`config.mk`:
```
export PLATFORM = sky130hd
export DESIGN_NAME = shade_motor_ctrl
export DESIGN_NICKNAME = d
export VERILOG_FILES = /design/src/rtl/shade_motor_ctrl.sv
export SDC_FILE = /design/constraint.sdc
export NUM_CORES = 1
export LEC_CHECK = 0
export CELL_PAD_IN_SITES_DETAIL_PLACEMENT = 0
export CELL_PAD_IN_SITES_GLOBAL_PLACEMENT = 1
export CORE_MARGIN = 2
export CORE_UTILIZATION = 35
export DETAILED_ROUTE_END_ITERATION = 8
export DONT_BUFFER_PORTS = 1
export GPL_ROUTABILITY_DRIVEN = 0
export PLACE_DENSITY_LB_ADDON = 0.1
export SYNTH_ARGS = -nofsm -noshare
export SYNTH_HDL_FRONTEND = slang
export SYNTH_SLANG_ARGS = --single-unit
```
`constraint.sdc`:
```
create_clock -name clk -period 2.2 [get_ports clk]
set_input_delay 0.55 -clock clk [delete_from_list [all_inputs] [get_ports clk]]
set_output_delay 0.55 -clock clk [all_outputs]
set_load 0.01 [all_outputs]
```
`src/rtl/shade_motor_ctrl.sv`:
```
// Window-shade motor sequencer: debounces the requested level, then steps the
// shade one level per STEP_CYCLES toward it with registered motor controls.
module shade_motor_ctrl #(
    parameter int SETTLE_CYCLES = 4,
    parameter int STEP_CYCLES   = 8
) (
    input  logic       clk,
    input  logic       rst,
    input  logic       enable,
    input  logic [3:0] target,
    output logic [3:0] position,
    output logic       motor_up,
    output logic       motor_down,
    output logic       step_pulse,
    output logic       busy,
    output logic       done
);

    // state     | meaning
    // IDLE      | shade at rest, watching for a new target
    // SETTLE    | target must hold steady for SETTLE_CYCLES before motion
    // MOVE_UP   | stepping toward closed (position increasing)
    // MOVE_DOWN | stepping toward open (position decreasing)
    typedef enum logic [1:0] {
        IDLE      = 2'd0,
        SETTLE    = 2'd1,
        MOVE_UP   = 2'd2,
        MOVE_DOWN = 2'd3
    } state_t;

    localparam int SW = (SETTLE_CYCLES > 1) ? $clog2(SETTLE_CYCLES) : 1;
    localparam int PW = (STEP_CYCLES > 1) ? $clog2(STEP_CYCLES) : 1;
    localparam logic [SW-1:0] SETTLE_LAST = SW'(SETTLE_CYCLES - 1);
    localparam logic [PW-1:0] STEP_LAST   = PW'(STEP_CYCLES - 1);

    state_t          state;
    logic [3:0]      tgt_q;
    logic [SW-1:0]   settle_cnt;
    logic [PW-1:0]   step_cnt;
    logic [3:0]      pos_next;

    // Only consumed in the move states, so the wrap in other states is harmless.
    always_comb begin
        pos_next = (state == MOVE_UP) ? position + 4'd1 : position - 4'd1;
    end

    always_ff @(posedge clk or posedge rst) begin
        if (rst) begin
            state      <= IDLE;
            position   <= 4'd0;
            tgt_q      <= 4'd0;
            settle_cnt <= '0;
            step_cnt   <= '0;
            motor_up   <= 1'b0;
            motor_down <= 1'b0;
            step_pulse <= 1'b0;
            busy       <= 1'b0;
            done       <= 1'b0;
        end else begin
            step_pulse <= 1'b0;
            done       <= 1'b0;
            case (state)
                IDLE: begin
                    if (enable && (target != position)) begin
                        state      <= SETTLE;
                        tgt_q      <= target;
                        settle_cnt <= '0;
                        busy       <= 1'b1;
                    end
                end

                SETTLE: begin
                    if (!enable) begin
                        state      <= IDLE;
                        settle_cnt <= '0;
                        busy       <= 1'b0;
                    end else if (target != tgt_q) begin
                        tgt_q      <= target;
                        settle_cnt <= '0;
                    end else if (settle_cnt == SETTLE_LAST) begin
                        settle_cnt <= '0;
                        step_cnt   <= '0;
                        if (tgt_q > position) begin
                            state    <= MOVE_UP;
                            motor_up <= 1'b1;
                        end else if (tgt_q < position) begin
                            state      <= MOVE_DOWN;
                            motor_down <= 1'b1;
                        end else begin
                            // Target glitched away and back: nothing to do, no done.
                            state <= IDLE;
                            busy  <= 1'b0;
                        end
                    end else begin
                        settle_cnt <= settle_cnt + 1'b1;
                    end
                end

                MOVE_UP, MOVE_DOWN: begin
                    if (!enable) begin
                        state      <= IDLE;
                        step_cnt   <= '0;
                        motor_up   <= 1'b0;
                        motor_down <= 1'b0;
                        busy       <= 1'b0;
                    end else if (step_cnt == STEP_LAST) begin
                        step_cnt   <= '0;
                        position   <= pos_next;
                        step_pulse <= 1'b1;
                        if (pos_next == tgt_q) begin
                            state      <= IDLE;
                            motor_up   <= 1'b0;
                            motor_down <= 1'b0;
                            busy       <= 1'b0;
                            done       <= 1'b1;
                        end else if (target != tgt_q) begin
                            // Retarget is only honoured at a step boundary.
                            state      <= SETTLE;
                            tgt_q      <= target;
                            settle_cnt <= '0;
                            motor_up   <= 1'b0;
                            motor_down <= 1'b0;
                        end
                    end else begin
                        step_cnt <= step_cnt + 1'b1;
                    end
                end

                default: begin
                    state      <= IDLE;
                    motor_up   <= 1'b0;
                    motor_down <= 1'b0;
                    busy       <= 1'b0;
                end
            endcase
        end
    end

endmodule

```
# [Word-level counts from Yosys, hierarchy flattened]
# Index checks and enable logic that the tools add are counted.
[totals] regBits=20 input_bits=7 out_inout_bits=9 word_cells=120
[op_classes] add_sub_neg=4 order_cmp=2 eq_ne=26 muxes=66 n_reduce_logical=12
[op_table] op="$mux W2" count=18
[op_table] op="$mux W1" count=29
[op_table] op="$mux W4" count=7
[op_table] op="$ne A2 B2 Y1 const B" count=11
[op_table] op="$ne A3 B3 Y1 const B" count=6
[op_table] op="$mux W3" count=5
[op_table] op="$reduce_and A5 Y1" count=3
[op_table] op="$reduce_and A7 Y1" count=2
[op_table] op="$pmux W2 S3" count=2
[op_table] op="$pmux W4 S3" count=1
[op_table] op="$ne A4 B4 Y1" count=2
[op_table] op="$reduce_and A8 Y1" count=1
[op_table] op="$eq A2 B2 Y1 const B" count=3
[op_table] op="$pmux W3 S2" count=1
[op_table] op="$add A4 B1 Y4 const B" count=1
[op_table] op="$eq A4 B4 Y1" count=1
[op_table] op="$gt A4 B4 Y1" count=1
[op_table] op="$lt A4 B4 Y1" count=1
[op_table] op="$ne A4 B4 Y1 const B" count=1
[op_table] op="$pmux W1 S2" count=2
[op_table] op="$reduce_and A4 Y1" count=1
[op_table] op="$sub A4 B1 Y4 const B" count=1
[op_table] op="$add A3 B1 Y3 const B" count=1
[op_table] op="$eq A3 B3 Y1 const B" count=1
[op_table] op="8 further kinds" count=8

# [Longest topological paths before layout]
[depth] word_depth=7 ltp_mapped=10 mapped_depth_nobuf=9

# [Least setup slack after synthesis]
# OpenSTA, ideal clock, no wires.
[synth_timing] path_type="register to register" start="reg state[0]" end="reg tgt_q[0]" t_arrival_ns=2.350 setup_slack_ns=-0.275 path_stages_with_launch=11 n_path_buf=1 period_less_slack_ns=2.475 path_cell_list="dfrtp_1 buf_6 nand2b_4 inv_1 fa_1 xnor2_1 nor2_1 and2_1 a211o_1 a21oi_4 mux2_2"
[synth_via] elab_chain_len=5 elab_cells_between_ends=14 cone_classes="eq/ne: 9; mux: 2; reduce/logical: 3"
[synth_lines] element="start, declared" line_no="36" text="state_t state;"
[synth_lines] element="start signal, assigned" line_no="49" text="state <= IDLE;"
[synth_lines] element="start signal, assigned" line_no="65" text="state <= SETTLE;"
[synth_lines] element="start signal, assigned" line_no="74" text="state <= IDLE;"
[synth_lines] element="$eq A2 B2 Y1" line_no="44, 62"
[synth_lines] element="$mux W4" line_no="44" text="pos_next = (state == MOVE_UP) ? position + 4'd1 : position - 4'd1;"
[synth_lines] element="$eq A4 B4 Y1" line_no="110" text="if (pos_next == tgt_q) begin"
[synth_lines] element="$ne A2 B2 Y1 (no line)"
[synth_lines] element="$reduce_and A5 Y1 (no line)"
[synth_lines] element="end signal, assigned" line_no="66" text="tgt_q <= target;"
[synth_lines] element="end signal, assigned" line_no="78" text="tgt_q <= target;"
[synth_lines] element="end signal, assigned" line_no="119" text="tgt_q <= target;"
[synth_lines] element="end, declared" line_no="37" text="logic [3:0] tgt_q;"
# Parallel ways exist; a longest one is shown, timed or not.
# A chain may end at the register's enable or synchronous reset.

# [Final worst setup path]
# Ends and elaborated chain as after synthesis.

==> metrics.cfg <==
[floorplanning]
boundaryPins = 16
start_util_pct = 36.2
die_y_um = 65.5
rows = 22
dieArea_sq_mm = 0.00429
core-area_sq_mm = 0.00366
fp.dieW_um = 65.5

[timing]
final_hold_viol_count = 0
setup_viol_count_final = 6
fin_crit_ns = 2.49
worst_slew_pin_slew_ns = 0.800
grt_setup_unrepaired = yes
finalClockSkew_ns = 0.0115
fin_hold_ws_ns = 0.312
setup_tns_ns = -1.31
relSlewSlack_pct = 46.6
clock.fmax_mhz = 401
worst_slack_ns = -0.295
slew_viol_final = 0
finalCritPeriodShare_pct = 113

[global_route]
grt_overflow = 0
grtUsageTotal_pct = 16.5
antenna_found_initial = 0
grt_pass1_vias = 1075
grt_max_degree = 21
grt_pass1_wl_um = 5240

[yosys]
netlist_instances = 131
synth_cell_type_count = 38
syn_area_per_cell_sq_um = 10.1
synth_nets = 148
ys.flop_type = dfrtp_1
syn_area_sq_mm = 0.00132
synth_edf_count = 0
yosys_register_bits = 20
synthArstFlopShare_pct = 100
yosys_warnings = 0
synth_seq_area_share_pct = 37.8

[finish]
final_common_cell = buf_4
drive_above_1_share_pct = 32.9
final_cell_mix = buf_4 (22), dfrtp_1 (20), inv_1 (12)
nets = 173
syn_to_final_growth_pct = 28.4
fin_util_pct = 46.4
design_area_sq_mm = 0.00170
diodes = 0
fillers = 365

[placed_design]
dp_slack_ns = -0.262
dpl.hpwl_um = 2320
port_buffers = 0
place_area_sq_mm = 0.00150

[min_path]
hold_path_class = in -> async

[clocking]
cts_tree = done
root_buffer = clkbuf_8
cts_max_level = 1
clkTransAtPathRegs_ns = 0.09
cts_max_path_buffers = 2
cts_buffers = 3
clock-sinks = 20
clk_latency_ns = 0.27

[detailed_routing]
routedWlPerCell_um = 15.3
drt_iter0_drc = 39
drc = 0
drtPass1Iterations = 4
finalWirelength_um = 3110
postRouteAntennaNets = 0
vias = 1006
vias_per_cell = 4.96

[setup_path]
criticalPathCategory = reg -> reg
cp_data_required_time_ns = 2.35
endpoint_kind = register
worstPathMaxFanout = 4
critical_path_arrival_ns = 2.64
cp-start-kind = register

[outcome]
failed_checks = negative setup slack
outcome = finished, violations left

[power]
p_leak_nw = 0.769
power_density_mw_per_mm2 = 1300
vdd_ir_drop_max_uv = 481

[flow_run]
timing.max_cap.violations = 0

power breakdown:
group          switching (mW)  total, mW  internal (mW)
clock network           0.134      0.377          0.243
logic                   0.630       1.24          0.614
registers               0.116      0.592          0.476
total                   0.880       2.21           1.33
flip-flops by register name (all words and copies together), names as in the netlist:
signal	flops
step_pulse	1
state	2
motor_down	1
step_cnt	3
position	4
motor_up	1
done	1
tgt_q	4
settle_cnt	2
busy	1
metrics by stage:
stage               cells  power [mW]
global route          203        2.39
floorplan             131        1.31
finish                203        2.21
CTS                   201        2.08
detailed placement    195        1.63
global placement      195        1.62
timing repair:
item | CTS | global route
setup buffers | 3 | 4
pin swaps | 4 | 10
hold buffers | 0 | 0
gates resized for setup | 5 | 17
setup endpoints to repair | 9 | 11
final cells by class:
type	instances	area [sq um]	share of cell area, %
clock buffer	3	41.3	2.43
timing repair buffer	23	176	10.4
inverter	13	51.3	3.02
tap	48	60.1	3.53
multi-input combinational	95	840	49.4
clock inverter	1	30.0	1.77
sequential	20	500	29.5
cell families (layout without fill, tap and decap cells):
kind of cell / count (synthesis) / after routing / share of synthesized area, %
AO/OA/AOI/OAI: 35 / 35 / 18.7
buffers and inverters: 16 / 40 / 5.39
AND/OR/NAND/NOR: 27 / 27 / 11.4
XOR/XNOR: 18 / 18 / 12.5
flip-flops: 20 / 20 / 37.8
adder cells (fa/ha/maj): 10 / 10 / 10.0
multiplexers: 5 / 5 / 4.16
critical path, cell delays in order (launching register included):
cell and delay (ns):
dfrtp_1 0.41, nand2b_4 0.18, inv_4 0.06, fa_2 0.44, xnor2_1 0.17, nor2_1 0.08
and2_4 0.16, a211o_1 0.30, a21oi_4 0.22, mux2_2 0.36
per-layer routing:
layer  GRT usage (%)  share of wire (%)  routed length [um]
met3            2.74                2.9                  90
met2            27.7                 51                1590
met4            7.81                3.1                  97
met5               0                  0                   0
met1            20.7                 43                1330
cell usage after synthesis, drive strengths merged (2+ instances only):
cell	n	area, sq um
nor3	4	20.0
nand2	10	37.5
a32o	2	20.0
o31ai	3	22.5
inv	13	48.8
a31oi	2	12.5
mux2	4	45.0
xnor2	10	95.1
a211oi	3	22.5
buf	2	18.8
o21bai	2	15.0
nor2	4	15.0
o21ai	6	30.0
a21oi	9	60.1
dfrtp	20	500
nand3	3	15.0
xor2	8	70.1
a21o	2	15.0
ha	9	113
nand2b	2	20.0
worst paths after layout:
kind                                            from                   endpoint  slack [ns]  cells after the start
min in group clk                           target[1]       tgt_q[1]$_DFFE_PP0P_        0.43                      1
hold reg to reg            settle_cnt[0]$_DFFE_PP0P_  settle_cnt[0]$_DFFE_PP0P_        0.49                      1
max in group asynchronous                        rst  settle_cnt[1]$_DFFE_PP0P_        1.38                      1
hold / removal                                   rst       step_pulse$_DFF_PP0_        0.31                      1
setup / recovery                state[0]$_DFFE_PP0P_       tgt_q[0]$_DFFE_PP0P_       -0.29                      9
setup reg to reg                state[0]$_DFFE_PP0P_       tgt_q[0]$_DFFE_PP0P_       -0.29                      9
No activity file was read; power rests on OpenSTA's default activity.
